===== src/rtl/dma_pkg.sv =====
// Purpose : shared widths, APB master FSM states and the command record for the DMA register path.
// Latency : n/a (types and constants only).
// Backpressure: n/a.
// Contents: REG_ADDR_WIDTH/REG_DATA_WIDTH, apb_state_e, apb_cmd_t, cnt_width() helper.
package dma_pkg;

    localparam int REG_ADDR_WIDTH = 12;
    localparam int REG_DATA_WIDTH = 32;

    typedef enum logic [1:0] {
        IDLE   = 2'd0,
        SETUP  = 2'd1,
        ACCESS = 2'd2,
        RESP   = 2'd3
    } apb_state_e;

    typedef struct packed {
        logic                          write;
        logic [REG_ADDR_WIDTH-1:0]     addr;
        logic [REG_DATA_WIDTH-1:0]     wdata;
        logic [REG_DATA_WIDTH/8-1:0]   strb;
    } apb_cmd_t;

    // Width of a counter that must hold 0..t; a disabled (t == 0) counter keeps one bit.
    function automatic int cnt_width(input int t);
        return (t <= 0) ? 1 : $clog2(t + 1);
    endfunction

endpackage


===== src/rtl/apb_cmd_fifo.sv =====
// Purpose : synchronous command FIFO feeding the APB master FSM (head is visible while not empty).
// Latency : push visible at the head (empty deasserted) one edge after the write.
// Backpressure: full is registered; pushes while full and pops while empty are ignored.
// Ports   : clk, rst_n, push/wr_dat (write side), pop/rd_dat (read side), full, empty (registered flags).
module apb_cmd_fifo
    import dma_pkg::*;
#(
    parameter int  DEPTH   = 4,
    parameter type entry_t = apb_cmd_t
) (
    input  logic   clk,
    input  logic   rst_n,
    input  logic   push,
    input  entry_t wr_dat,
    input  logic   pop,
    output entry_t rd_dat,
    output logic   full,
    output logic   empty
);

    localparam int PW = $clog2(DEPTH);

    // One extra wrap bit per pointer: equal pointers mean empty, equal index with
    // differing wrap bits means full.
    logic [PW:0] wptr_q, wptr_d;
    logic [PW:0] rptr_q, rptr_d;
    logic        full_q, full_d;
    logic        empty_q, empty_d;
    logic        do_push, do_pop;

    entry_t mem [DEPTH];

    assign do_push = push && !full_q;
    assign do_pop  = pop && !empty_q;

    always_comb begin
        wptr_d  = wptr_q + (PW+1)'(do_push);
        rptr_d  = rptr_q + (PW+1)'(do_pop);
        empty_d = (wptr_d == rptr_d);
        full_d  = (wptr_d[PW] != rptr_d[PW]) && (wptr_d[PW-1:0] == rptr_d[PW-1:0]);
    end

    // full is held high during reset so the producer sees no room until the
    // first edge after release.
    always_ff @(posedge clk or negedge rst_n) begin
        if (!rst_n) begin
            wptr_q  <= '0;
            rptr_q  <= '0;
            full_q  <= 1'b1;
            empty_q <= 1'b1;
        end else begin
            wptr_q  <= wptr_d;
            rptr_q  <= rptr_d;
            full_q  <= full_d;
            empty_q <= empty_d;
        end
    end

    always_ff @(posedge clk) begin
        if (do_push) begin
            mem[wptr_q[PW-1:0]] <= wr_dat;
        end
    end

    assign rd_dat = mem[rptr_q[PW-1:0]];
    assign full   = full_q;
    assign empty  = empty_q;

endmodule


===== src/rtl/apb_master_engine.sv =====
// Purpose : APB4 master turning queued register commands into APB transfers, one response per command.
// Latency : accept-to-response 3 cycles minimum, +1 per PREADY-low cycle; 4 cycles per transfer back to back.
// Backpressure: cmd_ready = !FIFO full (registered); RESP holds until rsp_ready, stalling the FIFO drain.
// Ports   : clk/rst_n; cmd_* command input (valid/ready); rsp_* response output (valid/ready);
//           busy; m_apb_* APB4 master interface.
module apb_master_engine
    import dma_pkg::*;
#(
    parameter int ADDR_WIDTH     = REG_ADDR_WIDTH,
    parameter int DATA_WIDTH     = REG_DATA_WIDTH,
    parameter int CMD_DEPTH      = 4,
    parameter int TIMEOUT_CYCLES = 255
) (
    input  logic                    clk,
    input  logic                    rst_n,
    input  logic                    cmd_valid,
    output logic                    cmd_ready,
    input  logic                    cmd_write,
    input  logic [ADDR_WIDTH-1:0]   cmd_addr,
    input  logic [DATA_WIDTH-1:0]   cmd_wdata,
    input  logic [DATA_WIDTH/8-1:0] cmd_strb,
    output logic                    rsp_valid,
    input  logic                    rsp_ready,
    output logic [DATA_WIDTH-1:0]   rsp_rdata,
    output logic                    rsp_slverr,
    output logic                    rsp_timeout,
    output logic                    busy,
    output logic [ADDR_WIDTH-1:0]   m_apb_paddr,
    output logic                    m_apb_psel,
    output logic                    m_apb_penable,
    output logic                    m_apb_pwrite,
    output logic [DATA_WIDTH-1:0]   m_apb_pwdata,
    output logic [DATA_WIDTH/8-1:0] m_apb_pstrb,
    input  logic [DATA_WIDTH-1:0]   m_apb_prdata,
    input  logic                    m_apb_pready,
    input  logic                    m_apb_pslverr
);

    localparam int SW    = DATA_WIDTH / 8;
    localparam int CNT_W = cnt_width(TIMEOUT_CYCLES);

    // Same layout as apb_cmd_t but sized from this instance's parameters.
    typedef struct packed {
        logic                  write;
        logic [ADDR_WIDTH-1:0] addr;
        logic [DATA_WIDTH-1:0] wdata;
        logic [SW-1:0]         strb;
    } cmd_t;

    cmd_t fifo_wr_dat;
    cmd_t fifo_head;
    logic fifo_full;
    logic fifo_empty;
    logic fifo_pop;
    logic cmd_push;

    apb_state_e state_q, state_d;

    logic [ADDR_WIDTH-1:0] paddr_q,   paddr_d;
    logic                  pwrite_q,  pwrite_d;
    logic [DATA_WIDTH-1:0] pwdata_q,  pwdata_d;
    logic [SW-1:0]         pstrb_q,   pstrb_d;
    logic                  psel_q,    psel_d;
    logic                  penable_q, penable_d;
    logic [CNT_W-1:0]      wait_cnt_q, wait_cnt_d;
    logic                  rsp_valid_q,   rsp_valid_d;
    logic [DATA_WIDTH-1:0] rsp_rdata_q,   rsp_rdata_d;
    logic                  rsp_slverr_q,  rsp_slverr_d;
    logic                  rsp_timeout_q, rsp_timeout_d;
    logic                  busy_q,        busy_d;
    logic                  timeout_hit;

    assign cmd_ready = !fifo_full;
    assign cmd_push  = cmd_valid && !fifo_full;

    always_comb begin
        fifo_wr_dat       = '0;
        fifo_wr_dat.write = cmd_write;
        fifo_wr_dat.addr  = cmd_addr;
        fifo_wr_dat.wdata = cmd_wdata;
        fifo_wr_dat.strb  = cmd_strb;
    end

    apb_cmd_fifo #(
        .DEPTH   (CMD_DEPTH),
        .entry_t (cmd_t)
    ) u_cmd_fifo (
        .clk    (clk),
        .rst_n  (rst_n),
        .push   (cmd_push),
        .wr_dat (fifo_wr_dat),
        .pop    (fifo_pop),
        .rd_dat (fifo_head),
        .full   (fifo_full),
        .empty  (fifo_empty)
    );

    // Terminal count is checked only while PREADY is low, so a PREADY on the
    // last allowed cycle still completes normally.
    assign timeout_hit = (TIMEOUT_CYCLES != 0) &&
                         (wait_cnt_q == CNT_W'(TIMEOUT_CYCLES - 1));

    always_comb begin
        state_d       = state_q;
        paddr_d       = paddr_q;
        pwrite_d      = pwrite_q;
        pwdata_d      = pwdata_q;
        pstrb_d       = pstrb_q;
        psel_d        = psel_q;
        penable_d     = penable_q;
        wait_cnt_d    = wait_cnt_q;
        rsp_valid_d   = rsp_valid_q;
        rsp_rdata_d   = rsp_rdata_q;
        rsp_slverr_d  = rsp_slverr_q;
        rsp_timeout_d = rsp_timeout_q;
        fifo_pop      = 1'b0;

        case (state_q)
            IDLE: begin
                if (!fifo_empty) begin
                    fifo_pop = 1'b1;
                    paddr_d  = fifo_head.addr;
                    pwrite_d = fifo_head.write;
                    pwdata_d = fifo_head.wdata;
                    pstrb_d  = fifo_head.write ? fifo_head.strb : '0;
                    psel_d   = 1'b1;
                    state_d  = SETUP;
                end
            end
            SETUP: begin
                penable_d  = 1'b1;
                wait_cnt_d = '0;
                state_d    = ACCESS;
            end
            ACCESS: begin
                if (m_apb_pready) begin
                    rsp_rdata_d   = pwrite_q ? '0 : m_apb_prdata;
                    rsp_slverr_d  = m_apb_pslverr;
                    rsp_timeout_d = 1'b0;
                    rsp_valid_d   = 1'b1;
                    psel_d        = 1'b0;
                    penable_d     = 1'b0;
                    state_d       = RESP;
                end else if (timeout_hit) begin
                    rsp_rdata_d   = '0;
                    rsp_slverr_d  = 1'b0;
                    rsp_timeout_d = 1'b1;
                    rsp_valid_d   = 1'b1;
                    psel_d        = 1'b0;
                    penable_d     = 1'b0;
                    state_d       = RESP;
                end else begin
                    wait_cnt_d = wait_cnt_q + 1'b1;
                end
            end
            RESP: begin
                if (rsp_ready) begin
                    rsp_valid_d = 1'b0;
                    state_d     = IDLE;
                end
            end
            default: begin
                state_d = IDLE;
            end
        endcase

        // A pop in IDLE always moves the FSM out of IDLE, so the FIFO becoming
        // empty never hides outstanding work.
        busy_d = (state_d != IDLE) || cmd_push || !fifo_empty;
    end

    always_ff @(posedge clk or negedge rst_n) begin
        if (!rst_n) begin
            state_q       <= IDLE;
            paddr_q       <= '0;
            pwrite_q      <= 1'b0;
            pwdata_q      <= '0;
            pstrb_q       <= '0;
            psel_q        <= 1'b0;
            penable_q     <= 1'b0;
            wait_cnt_q    <= '0;
            rsp_valid_q   <= 1'b0;
            rsp_rdata_q   <= '0;
            rsp_slverr_q  <= 1'b0;
            rsp_timeout_q <= 1'b0;
            busy_q        <= 1'b0;
        end else begin
            state_q       <= state_d;
            paddr_q       <= paddr_d;
            pwrite_q      <= pwrite_d;
            pwdata_q      <= pwdata_d;
            pstrb_q       <= pstrb_d;
            psel_q        <= psel_d;
            penable_q     <= penable_d;
            wait_cnt_q    <= wait_cnt_d;
            rsp_valid_q   <= rsp_valid_d;
            rsp_rdata_q   <= rsp_rdata_d;
            rsp_slverr_q  <= rsp_slverr_d;
            rsp_timeout_q <= rsp_timeout_d;
            busy_q        <= busy_d;
        end
    end

    assign m_apb_paddr   = paddr_q;
    assign m_apb_psel    = psel_q;
    assign m_apb_penable = penable_q;
    assign m_apb_pwrite  = pwrite_q;
    assign m_apb_pwdata  = pwdata_q;
    assign m_apb_pstrb   = pstrb_q;
    assign rsp_valid     = rsp_valid_q;
    assign rsp_rdata     = rsp_rdata_q;
    assign rsp_slverr    = rsp_slverr_q;
    assign rsp_timeout   = rsp_timeout_q;
    assign busy          = busy_q;

endmodule


===== config.mk =====
export PLATFORM = sky130hd
export DESIGN_NAME = apb_master_engine
export DESIGN_NICKNAME = d
export VERILOG_FILES = /design/src/rtl/dma_pkg.sv /design/src/rtl/apb_cmd_fifo.sv /design/src/rtl/apb_master_engine.sv
export SDC_FILE = /design/constraint.sdc
export NUM_CORES = 1
export LEC_CHECK = 0
export CORE_MARGIN = 1
export CORE_UTILIZATION = 25
export DETAILED_ROUTE_END_ITERATION = 6
export GPL_TIMING_DRIVEN = 0
export PLACE_DENSITY = 0.43
export SYNTH_ARGS = -nofsm -noshare
export SYNTH_HDL_FRONTEND = slang
export SYNTH_SLANG_ARGS = --single-unit

===== constraint.sdc =====
create_clock -name clk -period 4.2 [get_ports clk]
set_input_delay 0.84 -clock clk [delete_from_list [all_inputs] [get_ports clk]]
set_output_delay 0.84 -clock clk [all_outputs]
set_load 0.01 [all_outputs]

==> results.txt <==
- Run status: completed
- For flop-to-flop paths, the worst setup slack is 1.57 ns.
- The tool flagged a number of max-cap violations equal to 0.
- Worst endpoint data arrival time: 3.08 ns
- Final Util: 34.3%
- The routed layout has 6,021 vias.
- Clock-pin transition on the worst setup and hold timing paths: 0.06 ns
- After synthesis, the netlist uses 47 different library cells.
- Layout fillers: 4,298
- In the synthesized netlist the async set-or-reset flop fraction comes to 34.9%.
- Number of nets with antenna violations after routing: 0
- Yosys mapped a number of flops with a built-in enable equal to 196.
- The final layout contains routed wiring with a total length of 26.6 mm.
* Kind of start point of the critical path: flip-flop
- Initial drt markers: 427
* Leading cell types in the layout, fill and taps excluded: 196 x sky130_fd_sc_hd__edfxtp_1, 172 x sky130_fd_sc_hd__clkdlybuf4s50_1, 103 x sky130_fd_sc_hd__dfrtp_1, 49 x sky130_fd_sc_hd__mux4_2, 45 x sky130_fd_sc_hd__mux2_2
- The finished cells cover 15,200 µm².
- For this run, design rule violations remaining after detail routing come to 0.
- Tracing the worst setup path back leads to its startpoint at state_q[0]$_DFF_PN0_.
* Hold Path Class: primary input to async pin
- IR analysis of the VDD net gives a maximum drop of 292 µV.
- Area of the mapped netlist: 11,300 µm²
* Number of CTS-inserted buffers: 35
- Setup CP Type: flip-flop to flip-flop
- From left edge to right edge, the die measures 214 µm.
* Maximum achievable frequency: 0.380 GHz
- Die area: 46,000 µm²
- Overall power consumption: 11,100 µW
* Clock tree from TritonCTS: done
* Mean number of vias per cell: 4.28
- Final HPWL DP: 17.0 mm
* Count of endpoints failing hold in the final timing report: 0
- Weighted congestion reported at the end of routability-driven placement: 0.733
* Instance area at placement: 14,000 µm²
- After synthesis the netlist holds a flip-flop and latch count of 301.
* Global-route total usage across every layer: 11.9%
- Before CTS, the worst setup slack after placement is 1.08 ns.
- Number of port buffers: 173
* Mean instance size in the synthesized netlist: 19.9 µm²
- The worst pin sits at a relative slew slack of 34.2%.
- For this design, the sink count on the clock tree is 301.
- Entering global routing, the biggest net connects 82 pins.
- Power spread over the standard cell area amounts to 729 nW/µm².
- Worst setup EP type: flip-flop
- For this configuration, the core starts out at a cell density of 25.5%.
- Counting I/O delays and the setup requirement, the final critical path takes 2.63 ns.
- Gate Count Post-Synth: 567
* Routed length per instance: 18.9 µm
* Number of top-level pins: 175
- Worst Setup Slack, final: 1.57 ns
- After floorplanning, the core was divided into 77 placement rows.
* Most common cell after layout, fill and taps aside: sky130_fd_sc_hd__edfxtp_1
- Number of antenna violations at the first check in global routing: 2
* Number of endpoints failing setup at the final stage: 0
- Worst Max-Slew Pin Slew: 0.985 ns
- Area grow syn2layout: 34.8%
- Dominant synthesized flop cell: sky130_fd_sc_hd__edfxtp_1
- The worst path uses 62.6% of the clock period.
- Source-to-sink clock delay at the later pin of the worst-skew pair: 0.53 ns
- The clock tree synthesis step divided the H-tree into 2 levels.
- Core area: 44,300 µm²
- Global-route wire length before repair: 41.2 mm
* Maximum fanout encountered on the critical timing path: 10
- Via count of the first global-routing pass: 6,441
- Sequential cells were found to cover 75.5% of the synthesized design area.
- Setup repair after global routing left no endpoint under its margin.
- Cell chosen for the clock root: sky130_fd_sc_hd__clkbuf_16
- Number of gates given a new drive strength after cts: 0
- Minimum hold slack: 0.195 ns
* Buffers inserted by post-CTS timing repair: 0
- DRT Pass-1 Iters: 4
- The number of nets handed over by synthesis was 665.
- Grt ovf: 0
* Deepest clock path buffer count: 3
- For the worst setup path, the data required time is 4.65 ns.
- For the final database, setup skew stands at 0.0118 ns.
* Post-CTS Hold Buffers: 0
- Total number of yosys warnings: 0
- Share of cells above drive strength 1: 22.5%
* Leakage power figure: 0.00547 µW
* Final number of max-transition violations: 0
* Number of nets at the end of the flow: 886
* Floorplan die height: 214 µm
- Reg-to-reg startpoint: state_q[0]$_DFF_PN0_
[synthesized netlist by cell type (2+ instances only)]
cell type | instances | share of area [%]
sky130_fd_sc_hd__buf_8 | 2 | 0.27
sky130_fd_sc_hd__dfrtp_1 | 103 | 23
sky130_fd_sc_hd__mux4_2 | 49 | 9.8
sky130_fd_sc_hd__xor2_1 | 2 | 0.16
sky130_fd_sc_hd__nor3_1 | 3 | 0.13
sky130_fd_sc_hd__o21ai_0 | 8 | 0.35
sky130_fd_sc_hd__buf_2 | 10 | 0.44
sky130_fd_sc_hd__a21oi_1 | 2 | 0.089
sky130_fd_sc_hd__ha_1 | 11 | 1.2
sky130_fd_sc_hd__nor4_1 | 2 | 0.11
sky130_fd_sc_hd__mux2_2 | 45 | 4.5
sky130_fd_sc_hd__buf_1 | 6 | 0.20
sky130_fd_sc_hd__nand4b_1 | 2 | 0.16
sky130_fd_sc_hd__nor2b_1 | 2 | 0.11
sky130_fd_sc_hd__dfstp_2 | 2 | 0.47
sky130_fd_sc_hd__xnor2_1 | 3 | 0.23
sky130_fd_sc_hd__clkbuf_1 | 7 | 0.23
sky130_fd_sc_hd__nand2_1 | 17 | 0.57
sky130_fd_sc_hd__o211ai_1 | 2 | 0.13
sky130_fd_sc_hd__a22o_1 | 34 | 2.6
sky130_fd_sc_hd__or3_1 | 2 | 0.11
sky130_fd_sc_hd__nor3b_1 | 2 | 0.13
sky130_fd_sc_hd__inv_1 | 14 | 0.47
sky130_fd_sc_hd__nor2_1 | 7 | 0.23
sky130_fd_sc_hd__nand3_1 | 10 | 0.44
sky130_fd_sc_hd__a211o_1 | 3 | 0.23
sky130_fd_sc_hd__edfxtp_1 | 196 | 52
sky130_fd_sc_hd__and3_1 | 2 | 0.11
[report_power, final]
part / switching (µW) / internal (µW) / leakage, µW / total [µW]
Combinational: 1660 / 2010 / 0.00181 / 3670
Sequential: 348 / 4030 / 0.00308 / 4380
Clock: 1180 / 1860 / 0.000577 / 3040
[flip-flops by register name (all words and copies together), names as in the netlist, 2 cells and up]
name,cells
m_apb_pwdata,32
m_apb_paddr,12
u_cmd_fifo.mem,196
u_cmd_fifo.wptr_q,3
wait_cnt_q,8
rsp_rdata,32
state_q,2
u_cmd_fifo.rptr_q,3
m_apb_pstrb,4
[path summary, 6_finish.rpt]
kind | to | cells past startpoint
setup / recovery | u_cmd_fifo.empty$_DFF_PN1_ | 10
hold / removal | m_apb_paddr[4]$_DFFE_PN0P_ | 1
setup reg to reg | u_cmd_fifo.empty$_DFF_PN1_ | 10
hold reg to reg | u_cmd_fifo.wptr_q[2]$_DFF_PN0_ | 1
max in group asynchronous | m_apb_pwdata[13]$_DFFE_PN0P_ | 2
min in group clk | u_cmd_fifo.wptr_q[2]$_DFF_PN0_ | 1
[kinds of logic after synthesis]
kind of cell    Yosys count  synth area share (%)
simple gates             55                  2.54
mux                      95                  14.4
fa+ha+maj                11                  1.22
buf+inv                  40                  1.71
flops                   301                  75.5
xor+xnor                  5                 0.388
compound gates           60                  4.30
[critical path, stage by stage (launching register included)]
cell and delay [ns]:
sky130_fd_sc_hd__dfrtp_1 0.42, sky130_fd_sc_hd__inv_1 0.13, sky130_fd_sc_hd__ha_1 0.18, sky130_fd_sc_hd__nor2b_1 0.12
sky130_fd_sc_hd__buf_2 0.33, sky130_fd_sc_hd__buf_1 0.46, sky130_fd_sc_hd__ha_1 0.25, sky130_fd_sc_hd__ha_1 0.16
sky130_fd_sc_hd__xnor2_1 0.15, sky130_fd_sc_hd__xor2_1 0.19, sky130_fd_sc_hd__nor2b_1 0.15
[stage by stage]
| step | cells | setup TNS, ns |
|---|---|---|
| floorplan | 567 | 0 |
| global placement | 1332 | -625.39 |
| detailed placement | 1343 | 0 |
| CTS | 1406 | 0 |
| global route | 1406 | 0 |
| finish | 1407 | 0 |
[cell type report]
cell class,count,area (µm²),share of cell area [%]
diodes,1,2.50,0.0165
clock buffers,49,1010,6.65
clock inverters,14,144,0.946
inverters,14,52.6,0.346
repair buffers,184,1990,13.1
flip-flops and latches,301,8520,56.0
multi-input cells,226,2610,17.2
plain buffers,26,140,0.922
well taps,592,741,4.87
[per-layer routing]
layer,global-route usage [%],part of all wire [%],vias up
li1,-,-,2714
met1,16.8,48,3081
met2,17.5,44,181
met3,3.25,6.1,43
met4,4.29,2.3,2
met5,0,0.049,-
(Power assumes the default switching activity.)
